## src/rtl/fdtd_hy_sched.sv

```systemverilog
// Read/write scheduler for one FDTD Hy line sweep: primes Ez, streams Ez/Hy reads,
// and retires Hy write-backs through a tag pipeline matched to the datapath latency.
module fdtd_hy_sched #(
    parameter int FDTD_DATA_WIDTH = 32,
    parameter int ADDR_WIDTH      = 10,
    parameter int PIPE_LAT        = 6
) (
    input  logic                       CLK,
    input  logic                       RST,
    input  logic                       start,
    input  logic [ADDR_WIDTH-1:0]      cell_num,
    input  logic [FDTD_DATA_WIDTH-1:0] Hy_n_i,
    output logic                       busy,
    output logic                       done,
    output logic                       clken,
    output logic                       ez_rd_en,
    output logic [ADDR_WIDTH-1:0]      ez_rd_addr,
    output logic                       hy_rd_en,
    output logic [ADDR_WIDTH-1:0]      hy_rd_addr,
    output logic                       hy_wr_en,
    output logic [ADDR_WIDTH-1:0]      hy_wr_addr,
    output logic [FDTD_DATA_WIDTH-1:0] hy_wr_data,
    output logic [2:0]                 state_dbg
);

    localparam logic [2:0] IDLE  = 3'd0;
    localparam logic [2:0] PRIME = 3'd1;
    localparam logic [2:0] RUN   = 3'd2;
    localparam logic [2:0] DRAIN = 3'd3;
    localparam logic [2:0] DONE  = 3'd4;

    localparam logic [ADDR_WIDTH-1:0] ONE = ADDR_WIDTH'(1);

    logic [2:0]            state;
    logic [2:0]            state_nxt;
    logic [ADDR_WIDTH-1:0] n_q;
    logic [ADDR_WIDTH-1:0] ez_addr_q;
    logic [ADDR_WIDTH-1:0] hy_addr_q;
    logic [PIPE_LAT-1:0]   vld_q;
    logic [ADDR_WIDTH-1:0] tag_q [PIPE_LAT];
    logic                  run_last;
    logic                  pipe_tail_empty;

    // hy_addr_q doubles as the RUN cycle index k
    assign run_last        = (hy_addr_q == (n_q - ONE));
    // The entry leaving this cycle is the only one that may remain when DRAIN ends
    assign pipe_tail_empty = ~|vld_q[PIPE_LAT-2:0];

    always_comb begin
        state_nxt = state;
        case (state)
            IDLE:    if (start) state_nxt = (cell_num != '0) ? PRIME : DONE;
            PRIME:   state_nxt = RUN;
            RUN:     if (run_last) state_nxt = DRAIN;
            DRAIN:   if (pipe_tail_empty) state_nxt = DONE;
            DONE:    state_nxt = IDLE;
            default: state_nxt = IDLE;
        endcase
    end

    always_ff @(posedge CLK) begin
        if (RST) begin
            state     <= IDLE;
            n_q       <= '0;
            ez_addr_q <= '0;
            hy_addr_q <= '0;
            vld_q     <= '0;
        end else begin
            state <= state_nxt;
            vld_q <= {vld_q[PIPE_LAT-2:0], (state == RUN)};
            if (state == IDLE && start && cell_num != '0) begin
                n_q       <= cell_num;
                ez_addr_q <= '0;
            end
            // Hy address is only loaded when RUN begins so it holds through PRIME
            if (state == PRIME) begin
                ez_addr_q <= ONE;
                hy_addr_q <= '0;
            end
            if (state == RUN && !run_last) begin
                ez_addr_q <= ez_addr_q + ONE;
                hy_addr_q <= hy_addr_q + ONE;
            end
        end
    end

    always_ff @(posedge CLK) begin
        if (RST) begin
            for (int i = 0; i < PIPE_LAT; i++) tag_q[i] <= '0;
        end else begin
            tag_q[0] <= hy_addr_q;
            for (int i = 1; i < PIPE_LAT; i++) tag_q[i] <= tag_q[i-1];
        end
    end

    assign busy       = (state != IDLE);
    assign done       = (state == DONE);
    assign clken      = (state == PRIME) || (state == RUN) || (state == DRAIN);
    assign ez_rd_en   = (state == PRIME) || (state == RUN);
    assign ez_rd_addr = ez_addr_q;
    assign hy_rd_en   = (state == RUN);
    assign hy_rd_addr = hy_addr_q;
    assign hy_wr_en   = vld_q[PIPE_LAT-1];
    assign hy_wr_addr = tag_q[PIPE_LAT-1];
    assign hy_wr_data = Hy_n_i;
    assign state_dbg  = state;

endmodule

```

## config.mk

```make
export PLATFORM = sky130hd
export DESIGN_NAME = fdtd_hy_sched
export DESIGN_NICKNAME = d
export VERILOG_FILES = /design/src/rtl/fdtd_hy_sched.sv
export SDC_FILE = /design/constraint.sdc
export NUM_CORES = 1
export LEC_CHECK = 0
export ABC_AREA = 1
export BUFFER_PORTS_ARGS = -buffer_cell sky130_fd_sc_hd__buf_2
export CAP_MARGIN = 20
export CORE_MARGIN = 10
export CORE_UTILIZATION = 47
export DETAILED_ROUTE_END_ITERATION = 12
export GPL_ROUTABILITY_DRIVEN = 0
export GPL_TIMING_DRIVEN = 0
export HOLD_SLACK_MARGIN = 0.12
export PLACE_DENSITY_LB_ADDON = 0.15
export SLEW_MARGIN = 30
export SYNTH_ARGS = -nofsm -noshare
export SYNTH_HDL_FRONTEND = slang
export SYNTH_SLANG_ARGS = --single-unit
```

## constraint.sdc

```tcl
create_clock -name CLK -period 1.95 [get_ports CLK]
set_clock_uncertainty 0.2 [all_clocks]
set_input_delay 0.39 -clock CLK [delete_from_list [all_inputs] [get_ports CLK]]
set_output_delay 0.39 -clock CLK [all_outputs]
set_load 0.03 [all_outputs]
```

Yosys cells after proc, flatten, opt, wreduce, memory -nomap -nowiden
Memories as Yosys holds them, arrays and structs flattened. Cells that the tools add are included.

Register bits: 39. Output and inout bits: 71. Input bits: 45. Word-level logic and storage cells: 55. RAM bits: 60. Memories: 1.

Bitwise gates (word level): 6. Muxes and demuxes: 19. Equality and inequality tests: 8. Reduce and logical (&&, ||, !) cells: 13. Add/subtract/negate cells: 3.

Memory list: tag_q (depth 6, bits a word 10, read ports 6, clocked after Yosys merged registers in 0, write ports 6, RTL line 40) `logic [ADDR_WIDTH-1:0] tag_q [PIPE_LAT];`.

Operators with widths (number): two-way mux 10 bit (11); adder 10 x 1 -> 10 bit, second input constant (2); two-way mux 3 bit (4); case mux 3 bit (4 select lines) (1); equality test 10 bit (1); nonzero test 10 bit (1); subtractor 10 x 1 -> 10 bit, second input constant (1); equality test 3 x 2 -> 1 bit, second input constant (2); bitwise OR 1 bit (6); nonzero test 3 bit (2); OR reduction 5 bit (1); inequality test 2 bit, second input constant (2); equality test 3 x 1 -> 1 bit, second input constant (1); equality test 3 bit, second input constant (1); logical AND 1 bit (3); zero test 3 bit (1); two-way mux 1 bit (3); AND reduction 3 bit (1); logical OR 1 bit (2); inequality test 2 x 1 -> 1 bit, second input constant (1); nonzero test 2 bit (1); zero test 1 bit (1).

Longest topological paths before layout
Depth after elaboration: 6. Depth in mapped cells: 16. Depth with buffers taken out: 16.

Least setup slack after synthesis
OpenSTA, ideal clock, no wires.

Path type: register to register. From: register state[1] (netlist: state_dbg[1]). To: register state[1] (netlist: state_dbg[1]). Cell stages (with the launch flop): 10. Path slack: -0.258 ns. Data required time: 1.694 ns. Clock period less this slack: 2.208 ns. Arrival: 1.952 ns. Cell sequence: dfxtp_1 inv_1 nor3_2 buf_2 inv_1 nand2_1 inv_1 o211ai_1 nand2_1 inv_1.

Longest elaborated chain between the ends: 3.

RTL lines: start: declaration (RTL line 34) `logic [2:0] state;`; start signal: assignment (RTL line 69) `state <= state_nxt;`; equality test 3 x 2 -> 1 bit *; named net hy_rd_en (RTL line 18) `output logic hy_rd_en,`; inequality test 2 x 1 -> 1 bit (no line); AND reduction 3 bit (no line).

The timed path passes the listed nets; every way through them passes the cells marked *. A chain may end at the register's enable or synchronous reset.

Worst setup path in the final report
From: register n_q[0]. To: register state[2] (netlist: state_dbg[2]).

Longest elaborated chain between the ends: 4.

RTL lines: start: declaration (RTL line 36) `logic [ADDR_WIDTH-1:0] n_q;`; start signal: assignment (RTL line 72) `n_q <= cell_num;`; subtractor 10 x 1 -> 10 bit (RTL line 45) `assign run_last = (hy_addr_q == (n_q - ONE));`; equality test 10 bit (RTL line 45); inequality test 2 x 1 -> 1 bit (no line); AND reduction 3 bit (no line).

No other way between the ends.

==> impl_metrics.ini <==
[sta]
max_slew_margin = 0.612
finalSetupViolations = 24
fin_crit_ns = 2.12
fmax_ghz = 0.473
setup_slack_ns = -0.166
finalHoldViolCount = 0
timing.final.crit_share = 1.08
rsz0062_at_grt = yes
fin_hold_ws_ns = 0.138
drv_slew = 0
tightest_slew_ns = 0.582

[global_routing]
grt_pass1_wl_mm = 15.2
grt-ovfl-total = 0
grt_pass1_vias = 3450
grt_max_degree = 20
antenna_found_initial = 0
track_usage = 0.139

[route]
totalWireLength_mm = 9.46
drc = 0
dr.first_iter.drc_count = 222
viasPerCell = 4.62
wire_per_inst_um = 12.0
ant_nets = 0
first_pass_iters = 5
num_vias = 3644

[worst_setup_path]
crit_type = flop to flop
cp.required_ns = 2.04
r2r_cells = 15
reg2reg_from = n_q[0]$_SDFFE_PP0P_
critPathMaxStageDelay_ns = 0.36
crit_arrival_ns = 2.20
slowest_stage = dfxtp_2
path_max_fanout = 10
cp-end-kind = flop
endpoint = state_dbg[2]$_SDFFE_PP0P_
start_kind = flop
regToRegEndpoint = state_dbg[2]$_SDFFE_PP0P_
r2r_setup_slack_ns = -0.17
crit_chain = inv_4 > ha_4 > inv_2 > nand2_2 > nand2_1 > nor2_1 > nand2_1 > nor2_1 > nand2_1 > nor2_4 > nand3_4 > nand2_8 > buf_8 > o2111ai_1 > nor2_1
startpoint = n_q[0]$_SDFFE_PP0P_
cp.buffers_inverters = 3
crit_cells = 15
critPathTopFamily = simple AND/OR/NAND/NOR gates

[cts]
path_clk_slew_ns = 0.10
numCtsBuffers = 9
cts_sinks = 99
cts_max_path_buffers = 2
h-tree-depth = 3
clkLatencyLatePin_ns = 0.36
cts_tree = yes
ctsRootBufferMaster = clkbuf_8

[power_and_ir_drop]
total_power_uw = 6040
power.density_nw_per_um2 = 1130
ir_drop_mv = 0.991
p_leak_uw = 0.00246

[placement]
dp.cells = 750
port_buffers = 82
dp_hpwl_mm = 6.92

[floorplanning]
die_area_um2 = 13200
fp.coreArea_um2 = 8760
ios = 116
die_h_um = 115
dieWidth_um = 115
start_util = 0.483
num_rows = 34

[synth]
ys_seq_elements = 99
yosysMostFrequentCell = inv_1
synthTopCellsByCount = 112 x inv_1, 110 x nor2_1, 99 x dfxtp_1
async_reset_ff_frac = 0
synth_area_leaders = dfxtp_1 47%, inv_1 9.9%, nor2_1 9.8%
syn-mean-instance-area_um2 = 7.56
synth_warnings = 0
synth_edf_count = 0
synth_top_cell_area_share = 0.468
netlist_area_um2 = 4230
ys.flop_type = dfxtp_1
synth_nets = 608
ys_seq_area_frac = 0.468
synth_cells = 560
synth.distinct_cells = 33
yosys.area.top_type = dfxtp_1

[layout]
nets = 723
ff_latch_area_um2 = 1990
nFillCells = 791
fin_cells = 788
diodes = 0
drive_above_1_share = 0.307
multi_input_area_um2 = 1540
syn_to_final_growth_pct = 26.5

[job]
max_cap_viol_count = 0

[status]
violations = negative setup slack
status = finished with violations

[hold_path]
hp-class = input port to flop
==> area by class of cell <==
class / count / share of cell area
clock buffers: 9 / 0.0231
clock inverters: 7 / 0.0171
well taps: 108 / 0.0252
plain buffers: 58 / 0.0769
inverters: 114 / 0.0813
multi-input cells: 289 / 0.287
flip-flops and latches: 99 / 0.372
repair buffers: 104 / 0.117
==> cells by family (layout without fill, tap and decap cells) <==
group / Yosys count / in the layout / synth area share
AOI/OAI and AO/OA: 45 / 45 / 0.0576
xor gates and xnor gates: 12 / 12 / 0.0248
adders and majority gates: 3 / 3 / 0.00887
buffers and inverters: 172 / 292 / 0.196
DFF: 99 / 99 / 0.468
and+or+nand+nor: 229 / 229 / 0.244
==> power breakdown <==
part           leakage (uW)  total (uW)  switching, uW  internal (uW)
logic               0.00155        2340           1410            924
registers          0.000803        2310            143           2160
clock network      0.000106        1390            768            627
total               0.00246        6040           2320           3710
==> state kept, by name, indices dropped and copies added (netlist names) <==
register    count
tag_q          60
ez_rd_addr     10
hy_rd_addr     10
n_q            10
vld_q           6
state_dbg       3
==> metal layers <==
metal | part of all wire | GRT usage
met1 | 0.37 | 0.140
met2 | 0.52 | 0.250
met3 | 0.091 | 0.0557
met4 | 0.022 | 0.0545
met5 | 0 | 0
==> worst register-to-register path, cell delays in order (launching register included) <==
cell and delay, ns:
dfxtp_2 0.36, inv_4 0.04, ha_4 0.26, inv_2 0.03
nand2_2 0.04, nand2_1 0.04, nor2_1 0.08, nand2_1 0.07
nor2_1 0.08, nand2_1 0.09, nor2_4 0.12, nand3_4 0.11
nand2_8 0.12, buf_8 0.15, o2111ai_1 0.10, nor2_1 0.14
==> cells in the final DEF, fill, tap and decap left out, types with 2 or more instances in the layout <==
master           n
a21oi_1         17
a21oi_2          5
buf_2           80
buf_4           55
buf_6            4
buf_8            2
clkbuf_1         9
clkbuf_8         9
dfxtp_1         92
dfxtp_2          6
dlygate4sd3_1    8
ha_1             2
inv_1          105
inv_2            6
inv_4            3
inv_6            3
nand2_1         56
nand2_2          3
nand3_1         27
nand3_2          5
nand3_4          2
nand4_1          9
nor2_1         106
nor2_2           3
nor2_4           5
nor3_1           5
nor3_4           2
o211ai_1         2
o21ai_0         13
o21ai_1          4
xnor2_1          2
xor2_1          10
==> stage by stage <==
stage	worst slack (ns)	setup TNS, ns	utilization	cell area [um2]
global placement	-0.290	-14.68	0.549	4810
floorplan	-0.0482	-0.295	-	4270
detailed placement	-0.312	-16.75	0.549	4810
global route	-0.376	-8.03	0.611	5350
CTS	-0.146	-2.60	0.592	5190
finish	-0.166	-2.79	0.611	5350
==> worst min path at each step <==
stage | start | to | depth (start not counted)
global route | cell_num[4] | n_q[4]$_SDFFE_PP0P_ | 3
floorplan | tag_q[0][0]$_SDFF_PP0_ | tag_q[0][10]$_SDFF_PP0_ | 2
CTS | cell_num[4] | n_q[4]$_SDFFE_PP0P_ | 3
finish | cell_num[0] | n_q[0]$_SDFFE_PP0P_ | 3
detailed placement | tag_q[0][48]$_SDFF_PP0_ | tag_q[0][58]$_SDFF_PP0_ | 2
global placement | tag_q[0][15]$_SDFF_PP0_ | tag_q[0][25]$_SDFF_PP0_ | 2
==> what timing repair did <==
item | 4_1_cts | 5_1_grt
hold buffers | 8 | 0
setup endpoints to repair | 36 | 36
hold endpoints to repair | 8 | 0
buffers inserted | 5 | 9
resized for setup | 19 | 29
pin swaps | 6 | 8
Note: power is estimated with default switching activity, not from simulation.
